`src/rtl/fetch_stage.sv`:
```
// -----------------------------------------------------------------------------
// fetch_stage
//
// Instruction fetch front end of the DSP core. It holds the program counter,
// issues single-cycle synchronous reads to program memory, and buffers the
// returned words in a small prefetch queue. Decode takes words from the queue
// over a valid/ready handshake. A taken branch or jump from execute
// (redirect) flushes all wrong-path words and restarts fetch at the target.
//
// Optional feature (compile-time macro FETCH_BYPASS_EN):
//   defined   - a response that arrives while the queue is empty is presented
//               to decode in the same cycle (fetch-to-valid latency 1). It is
//               enqueued only if decode does not take it.
//   undefined - decode always sees the registered queue head
//               (fetch-to-valid latency 2).
//
// Ports:
//   clk          system clock, all state on the rising edge
//   reset        synchronous active-low reset
//   imem_en      program memory read strobe
//   imem_addr    program memory word address
//   imem_rdata   read data, valid one cycle after imem_en
//   redirect     taken branch/jump pulse from execute (highest priority)
//   redirect_pc  redirect target, sampled when redirect is high
//   instr_valid  head of the queue holds a valid instruction
//   instr        head instruction word
//   instr_pc     address the head instruction was fetched from
//   instr_ready  decode accepts the head this cycle
// -----------------------------------------------------------------------------
module fetch_stage #(
    parameter int                ADDR_W   = 16,
    parameter int                INSTR_W  = 16,
    parameter int                DEPTH    = 2,
    parameter logic [ADDR_W-1:0] RESET_PC = '0
) (
    input  logic               clk,
    input  logic               reset,
    output logic               imem_en,
    output logic [ADDR_W-1:0]  imem_addr,
    input  logic [INSTR_W-1:0] imem_rdata,
    input  logic               redirect,
    input  logic [ADDR_W-1:0]  redirect_pc,
    output logic               instr_valid,
    output logic [INSTR_W-1:0] instr,
    output logic [ADDR_W-1:0]  instr_pc,
    input  logic               instr_ready
);

    localparam int PTR_W = $clog2(DEPTH);
    localparam int CNT_W = PTR_W + 1;

    typedef enum logic [1:0] {
        IDLE  = 2'd0,
        RUN   = 2'd1,
        FLUSH = 2'd2
    } state_t;

    state_t             state;
    logic [ADDR_W-1:0]  pc;

    // Read issued last cycle; its data is on imem_rdata now.
    logic               vld_p1;
    logic [ADDR_W-1:0]  addr_p1;

    logic [INSTR_W-1:0] q_instr [DEPTH];
    logic [ADDR_W-1:0]  q_pc    [DEPTH];
    logic [PTR_W-1:0]   rd_ptr;
    logic [PTR_W-1:0]   wr_ptr;
    logic [CNT_W-1:0]   count;

    logic               q_empty;
    logic               rsp_live;
    logic               byp;
    logic               take;
    logic               q_pop;
    logic               q_push;
    logic [CNT_W-1:0]   occ;
    logic               issue;

    assign q_empty = (count == '0);

    // A response landing in the redirect cycle is wrong-path: it is dropped
    // here and never reaches the queue or the bypass path.
    assign rsp_live = vld_p1 && !redirect;

`ifdef FETCH_BYPASS_EN
    assign byp = rsp_live && q_empty;
`else
    assign byp = 1'b0;
`endif

    assign instr_valid = !q_empty || byp;
    assign instr       = byp ? imem_rdata : q_instr[rd_ptr];
    assign instr_pc    = byp ? addr_p1    : q_pc[rd_ptr];

    assign take   = instr_valid && instr_ready;
    assign q_pop  = take && !q_empty;
    // A bypassed word that decode takes immediately never occupies a slot.
    assign q_push = rsp_live && !(byp && instr_ready);

    // Slots committed after this edge without a new issue: current entries
    // plus the arriving response, minus whatever decode takes this cycle.
    assign occ = count + CNT_W'(rsp_live) - CNT_W'(take);

    assign issue = reset && !redirect && (state != IDLE) &&
                   (occ < CNT_W'(DEPTH));

    assign imem_en   = issue;
    assign imem_addr = pc;

    // ---- issue stage (p0) -> response stage (p1) -> queue ----
    always_ff @(posedge clk) begin
        if (!reset) begin
            state   <= IDLE;
            pc      <= RESET_PC;
            vld_p1  <= 1'b0;
            addr_p1 <= '0;
            rd_ptr  <= '0;
            wr_ptr  <= '0;
            count   <= '0;
            for (int i = 0; i < DEPTH; i++) begin
                q_instr[i] <= '0;
                q_pc[i]    <= '0;
            end
        end else if (redirect) begin
            // No read is issued this cycle, so nothing is left in flight.
            state  <= FLUSH;
            pc     <= redirect_pc;
            vld_p1 <= 1'b0;
            rd_ptr <= '0;
            wr_ptr <= '0;
            count  <= '0;
        end else begin
            case (state)
                IDLE:    state <= RUN;
                RUN:     state <= RUN;
                FLUSH:   state <= RUN;
                default: state <= IDLE;
            endcase

            vld_p1 <= issue;
            if (issue) begin
                addr_p1 <= pc;
                pc      <= pc + ADDR_W'(1);
            end

            if (q_push) begin
                q_instr[wr_ptr] <= imem_rdata;
                q_pc[wr_ptr]    <= addr_p1;
                wr_ptr          <= wr_ptr + PTR_W'(1);
            end
            if (q_pop) begin
                rd_ptr <= rd_ptr + PTR_W'(1);
            end
            count <= count + CNT_W'(q_push) - CNT_W'(q_pop);
        end
    end

endmodule

```
`config.mk`:
```
export PLATFORM = sky130hd
export DESIGN_NAME = fetch_stage
export DESIGN_NICKNAME = d
export VERILOG_FILES = /design/src/rtl/fetch_stage.sv
export SDC_FILE = /design/constraint.sdc
export NUM_CORES = 1
export LEC_CHECK = 0
export ABC_AREA = 1
export CAP_MARGIN = 20
export CORE_UTILIZATION = 47
export CTS_CLUSTER_SIZE = 30
export DETAILED_ROUTE_END_ITERATION = 10
export GPL_ROUTABILITY_DRIVEN = 0
export GPL_TIMING_DRIVEN = 0
export PLACE_DENSITY = 0.76
export SYNTH_ARGS = -nofsm -noshare
export SYNTH_HDL_FRONTEND = slang
export SYNTH_SLANG_ARGS = --single-unit
```
`constraint.sdc`:
```
create_clock -name clk -period 2.3 [get_ports clk]
set_input_delay 0.46 -clock clk [delete_from_list [all_inputs] [get_ports clk]]
set_output_delay 0.46 -clock clk [all_outputs]
set_load 0.02 [all_outputs]
```
### Word level (Yosys, flattened, before mapping)

Memories as Yosys holds them, arrays and structs flattened. A register that Yosys moved wholly into a read port is not among the register bits.
Cells that the tools add are included.

* flip-flop bits (word level): 39
* bits in writable memories: 64
* bits of input ports: 36
* memories: 2

* $add $sub $neg: 6
* order comparisons: 1
* equality and inequality tests: 2
* muxes and demuxes: 19
* bitwise logic cells: 2
* reductions and logical operators: 17

Memory list
* q_instr: depth 2, bits a word 16, rd ports 1, clocked after Yosys merged registers in 1, write ports 2, RTL line 65 `logic [INSTR_W-1:0] q_instr [DEPTH];`
* q_pc: depth 2, bits a word 16, rd ports 1, clocked after Yosys merged registers in 1, write ports 2, RTL line 66 `logic [ADDR_W-1:0] q_pc [DEPTH];`

Operators by type and width (count)
* two-way mux 16 bit: 4
* OR reduction 16 bit: 2
* adder 16 x 1 -> 16 bit (second input constant): 1
* two-way mux 1 bit: 14
* logical AND 1 bit: 6
* zero test 2 bit: 2
* nonzero test 2 bit: 2
* subtractor 2 x 1 -> 2 bit: 2
* OR reduction 3 bit: 1
* adder 1 bit (second input constant): 2
* adder 2 x 1 -> 2 bit: 1
* equality test 2 x 1 -> 1 bit (second input constant): 1
* equality test 2 bit (second input constant): 1
* zero test 1 bit: 2
* < comparator 2 bit (second input constant): 1
* two-way mux 2 bit: 1
* inverter 1 bit: 2
* AND reduction 2 bit: 1
* OR reduction 2 bit: 1

### Longest topological paths before layout

Gate-level depths: netlist of run 1.

* depth in word-level cells: 8
* mapped depth: 15
* gate-level depth less buffers: 14

### Least setup slack after synthesis of run 1

No wires, ideal clock.

* path type: input-to-reg
* start point: in redirect
* end point: mem q_instr[0][0], enable pin
* library setup time: 0.478 ns
* arrival time: 1.761 ns
* data required time: 1.822 ns
* setup slack: 0.061 ns
* stages on the path: 7
* buffers on the path: 2
* path through: buf_4 -> inv_4 -> nand2_1 -> nor2_1 -> nand2_1 -> clkbuf_1 -> nand2_1

RTL lines
* start: declaration: RTL line 41 `input logic redirect,`
* end: declaration: RTL line 65

### Final worst setup path of run 1

* start point: reg vld_p1
* end point: out imem_en

* longest elaborated chain between the ends: 5

RTL lines
* start: declaration: RTL line 62 `logic vld_p1;`
* start signal: assignment: RTL line 141 `vld_p1 <= issue;`
* logical AND 1 bit: RTL line 84 `assign rsp_live = vld_p1 && !redirect;`
* via q_push: RTL line 76 `logic q_push;`
* adder 2 x 1 -> 2 bit: RTL line 103 `assign occ = count + CNT_W'(rsp_live) - CNT_W'(take);`
* subtractor 2 x 1 -> 2 bit: RTL line 103
* < comparator 2 bit: RTL line 106 `(occ < CNT_W'(DEPTH));`
* logical AND 1 bit: RTL line 105 `assign issue = reset && !redirect && (state != IDLE) &&`
* end: declaration: RTL line 38 `output logic imem_en,`

The timed path passes the listed nets, and every way through them passes these cells.

==> metrics.txt, run 1 <==
Crit Path Class reg2out; Max FO, Critical Path 6; Vias between 3000 and 4000; power per cell area a little over 600 nW/µm²; Slew Limit Headroom 65.9%; H-Tree Depth 3; 1st-pass router iterations 6; largest net degree at the start of global routing 23; Fin Clk Skew 9.56 ps; drt initial violations 155; Hold Crit Start state[1]; drt drc 0; WL/cell 13.7 µm; detailed placement HPWL 7340 µm; static leakage about 2.4 nW; status completed; vias in the first global route 3659; crit share post-route 96.0%; non-filler cells in the finished layout 734; Mean Syn Cell Area 9.39 µm²; Seq/Total Area, Yosys 58.1%; dpl cell area 5750 µm²; layout overhead on the synthesized area 27.4%; Vias/cell 5.01; row cnt 36; final slew viol count 0; Die W 102 µm; Reg clk slew, reported paths 100 ps; Finish-stage setup viols 0; commonest cells after routing, fill and taps aside 94 x nor2_1, 89 x nand2_1, 64 x edfxtp_1, 55 x inv_1, 53 x clkdlybuf4s50_1; Crit Reg-Reg Endpoint addr_p1[13]; Global Route Usage Sum about a fifth; antenna cells 0; Worst R2R Setup Slack 290 ps; Worst Setup End Kind primary output; fin util 61.3%; most common cell after layout, fill and taps aside nor2_1; data arrival time of the worst path ~1800 ps; Syn Nets 538; maximum vdd drop 0.387 mV; Worst Tran Pin Value approximately 510 ps; total placed cells including tap cells 718; global route overflow 0; initial antenna violation count 0; CTS root buf clkbuf_8; die area between 10000 and 15000 µm²; final hold vios 0; Critical Path RT 1840 ps; Unique masters post-synth 31; Top Ports 86; Endpoint, Worst Hold state[0]; RSZ-0062 raised after global routing yes; Max clock buf depth 2; Peak Freq roughly 0.45 GHz; CTS tree yes; CTS Buf Count 9; first-pass GRT wire length 16400 µm; final design instance area without fill 5970 µm²; register area approximately 2700 µm²; final WL between 10000 and 15000 µm; Hold Path Depth 1; Total Power approximately 3.7 mW; ANT nets after route 0; share of cells above drive strength 1 13.6%; nets 636; mapped cell area 4680 µm²; fillcell total 858; area of the multi-input gates 1660 µm²; core area roughly 10000 µm²; startpoint type of the worst setup path flip-flop; Initial Util just under 50%; maxcap violations 0; clock sink total between 100 and 150; FF-to-FF path depth 12; Synth Register Bits 104; Worst R2R Start vld_p1; post-cts hold buffer count 0; PortBufs 84; Syn Inst Count 499; fin crit period 2210 ps; crit path from vld_p1; Worst-Skew Late Latency 360 ps; die height 102 µm; Min-Delay Path Class reg2reg; Yosys warning total 0
[cell usage after synthesis (all sizes together)]
library cell  instances  area, µm²
nand4                 4       25.0
clkbuf               10       37.5
or2                   1       6.26
a21oi                30        150
mux2                 32        360
nor2                 99        389
ha                    3       37.5
o21ai                18       90.1
a21boi                1       7.51
buf                  12       71.3
inv                  59        224
nand2                94        363
nand3                21        118
nor3                  1       5.00
dfxtp                40        801
xnor2                 1       8.76
o21a                  4       30.0
nand3b                1       7.51
o21bai                3       22.5
edfxtp               64       1920
xor2                  1       8.76
[flip-flops by register name, summed over array words and instances (netlist names), named ones only]
name       cells
vld_p1         1
imem_addr     16
rd_ptr         1
state          2
q_instr       32
count          2
wr_ptr         1
q_pc          32
addr_p1       16
[critical path, stage by stage, from the launching register on]
cell and delay (ps):
dfxtp_2 340, nand2_1 80, inv_1 50, ha_1 280, inv_2 70, ha_4 130, inv_1 40, nand2_2 70
nand3_4 130, inv_4 90, buf_6 110
[worst max-delay path by stage]
stage | endpoint | slack (ps) | depth (start not counted)
2_1_floorplan | q_instr[0][0] | 60 | 7
3_3_place_gp | q_instr[0][11] | -890 | 4
3_5_place_dp | q_instr[1][11] | -610 | 7
4_1_cts | imem_en | -50 | 10
5_1_grt | imem_en | -10 | 10
6_report | imem_en | 90 | 10
[repair_timing]
| item | CTS | global route |
|---|---|---|
| resized for setup | 44 | 8 |
| pin swaps | 0 | 2 |
| gates cloned | 0 | 0 |
| buffers inserted | 0 | 2 |
| setup endpoints to repair | 85 | 18 |
[logic make-up after synthesis]
logic type,Yosys count,synth area share [%]
muxes,32,7.69
xor gates and xnor gates,2,0.374
buffers and inverters,81,7.10
AOI/OAI and AO/OA,56,6.41
and+or+nand+nor,221,19.5
DFF,104,58.1
adders and majority gates,3,0.801
[metal layers]
| layer | vias up | GRT usage [%] | part of all wire, % |
|---|---|---|---|
| met5 | - | 0 | 0 |
| met3 | 23 | 4.10 | 6.7 |
| li1 | 1817 | - | - |
| met1 | 1701 | 24.8 | 42 |
| met2 | 134 | 37.5 | 49 |
| met4 | 0 | 6.92 | 1.9 |
[cell type report]
| type | instances | area share (%) |
|---|---|---|
| Sequential cell | 104 | 45.7 |
| Multi-Input combinational cell | 314 | 27.8 |
| Timing Repair Buffer | 88 | 14.7 |
| Inverter | 59 | 3.80 |
| Tap cell | 133 | 2.79 |
| Clock buffer | 9 | 2.08 |
| Buffer | 21 | 1.89 |
| Clock inverter | 6 | 1.30 |
[metrics by stage]
| step | hold WS (ps) | setup slack [ps] | setup TNS (ps) |
|---|---|---|---|
| after global placement | 416 | -891 | -56240 |
| after CTS | 446 | -49.1 | -49.1 |
| after detailed placement | 432 | -609 | -30630 |
| after global routing | 462 | -10.6 | -10.6 |
| final | 439 | 92.8 | 0 |
| after floorplan | 407 | 61.1 | 0 |
[power by group]
| part | leakage, nW | internal [mW] | switching, mW | total [mW] |
|---|---|---|---|---|
| sequential | 0.992 | 2.05 | 0.0473 | 2.10 |
| clock | 0.0997 | 0.518 | 0.641 | 1.16 |
| combinational | 1.32 | 0.190 | 0.226 | 0.416 |
| total | 2.41 | 2.76 | 0.914 | 3.67 |
Power figures use the tool's default switching activity.
==> inputs of run 2 (changes only) <==
--- a/config.mk
+++ b/config.mk
@@ -13,6 +13,7 @@
 export GPL_ROUTABILITY_DRIVEN = 0
 export GPL_TIMING_DRIVEN = 0
 export PLACE_DENSITY = 0.76
+export SLEW_MARGIN = 20
 export SYNTH_ARGS = -nofsm -noshare
 export SYNTH_HDL_FRONTEND = slang
 export SYNTH_SLANG_ARGS = --single-unit
==> run 2 against run 1 <==
Net effect:
- core utilization fell by 0.59 points
- design area fell by 0.96%
- non-clock buffer count shrank 1
- critical path type unchanged
- critical endpoint unchanged
==> metrics.txt, run 2 (same netlist as run 1, synthesis figures left out) <==
layout overhead on the synthesized area 26.1%; die area 10400 µm²; row cnt 36; met1 usage 24.7%; commonest cells after routing, fill and taps aside 94 x nor2_1, 89 x nand2_1, 64 x edfxtp_1, 55 x inv_1, 53 x clkdlybuf4s50_1; WL/cell roughly 14 µm; Global Route Usage Sum 20.6%; Worst R2R Setup Slack 310 ps; Fin Clk Skew between 7 and 8 ps; post-cts hold buffer count 0; register area 2730 µm²; nets 635; FF-to-FF path depth 12; biggest regs q_instr x32, q_pc x32; final design instance area without fill 5910 µm²; fin crit period 2230 ps; worst slack, placed -502 ps; Max clock buf depth 2; crit share post-route 97.1%; final hold vios 0; Initial Util 48.1%; CTS tree yes; Top Ports 86; most common cell after layout, fill and taps aside nor2_1; initial antenna violation count 0; grt peak-use layer met2; clock sink total around 100; Vias 3664; largest net degree at the start of global routing 33; drt initial violations 142; power per cell area between 600 and 700 nW/µm²; GR Util met3 2.87%; P_sw 942 µW; CTS root buf clkbuf_8; maxcap violations 0; met2 Usage GRT 36.6%; Fin Hold WS 446 ps; maximum vdd drop 0.291 mV; Crit Reg-Reg Endpoint addr_p1[13]; switching share of power 26.2%; Crit Path Class reg2out; global route overflow 0; status completed; fin util just over 60%; data arrival time of the worst path 1770 ps; startpoint type of the worst setup path flip-flop; final WL 10000 µm; PortBufs 84; combinational share of power 11.2%; core area a little under 10000 µm²; Peak Freq 0.448 GHz; die height 102 µm; H-Tree Depth 3; static leakage between 2 and 2.5 nW; CTS Buf Count 9; Reg clk slew, reported paths 100 ps; first-pass GRT wire length 16200 µm; total placed cells including tap cells 716; sequential fraction of design power around three fifths; Worst R2R Start vld_p1; Die W around 100 µm; Worst Tran Pin Value 574 ps; Hold Crit Start state[1]; non-filler cells in the finished layout about 730; antenna cells 0; vias in the first global route 3608; Hold Path Depth 1; Vias/cell 4.99; Worst Setup End Kind primary output; setup slack after layout around 66 ps; clock share of power a little under a third; ANT nets after route 0; drt drc 0; Endpoint, Worst Hold state[0]; fillcell total 865; Min-Delay Path Class reg2reg; Finish-stage setup viols 0; detailed placement HPWL 7190 µm; Worst-Skew Late Latency 380 ps; Max FO, Critical Path 6; 1st-pass router iterations 7; area of the multi-input gates 1660 µm²; Critical Path RT 1840 ps; Int Pwr 2.65 mW; share of cells above drive strength 1 13.6%; final slew viol count 0; dpl cell area 5700 µm²; Slew Limit Headroom between 60% and 70%
## run 2: area by class of cell
class | instances | area share, %
clock buffer | 10 | 2.16
buffer | 21 | 1.91
tap | 133 | 2.82
timing repair buffer | 87 | 14.0
multi-input combinational | 314 | 28.2
sequential | 104 | 46.1
inverter | 59 | 3.83
clock inverter | 6 | 0.974
## run 2: timing repair
item / CTS / global route
gates resized for setup: 44 / 8
gates cloned: 0 / 0
endpoints found under the setup margin: 95 / 1
pin swaps: 0 / 2
buffers inserted: 0 / 3
## run 2: worst max path at each step
stage                  start              to
detailed placement  redirect         imem_en
floorplan           redirect   q_instr[0][0]
CTS                   vld_p1         imem_en
finish                vld_p1         imem_en
global placement       reset  q_instr[0][11]
global route          vld_p1         imem_en
## run 2: worst max-delay path, stage by stage (launching register included)
cell	delay (ps)
dfxtp_2	340
nand2_1	90
inv_1	50
ha_1	280
inv_2	70
ha_4	130
inv_1	40
nand2_2	70
nand3_4	120
inv_4	90
buf_6	110
## run 2: metal layers
| metal | up-vias | routed length, µm | share of wire (%) |
|---|---|---|---|
| met2 | 116 | 4960 | 50 |
| met5 | - | 0 | 0 |
| met3 | 17 | 596 | 5.9 |
| met1 | 1715 | 4260 | 43 |
| met4 | 0 | 200 | 2.0 |
| li1 | 1816 | - | - |
## run 2: metrics by stage
step | TNS (ps) | total power [mW]
2_1_floorplan | 0 | 2.35
3_3_place_gp | -56240 | 2.54
3_5_place_dp | -28380 | 2.55
4_1_cts | -53.7 | 3.60
5_1_grt | -25.0 | 3.74
6_report | 0 | 3.59
## run 2: power by group through the flow
stage	Sequential (mW)	Combinational (mW)	Clock [mW]
2_1_floorplan	2.14	0.207	0
3_3_place_gp	2.14	0.407	0
3_5_place_dp	2.14	0.413	0
4_1_cts	2.10	0.400	1.10
5_1_grt	2.11	0.443	1.19
6_report	2.10	0.403	1.09
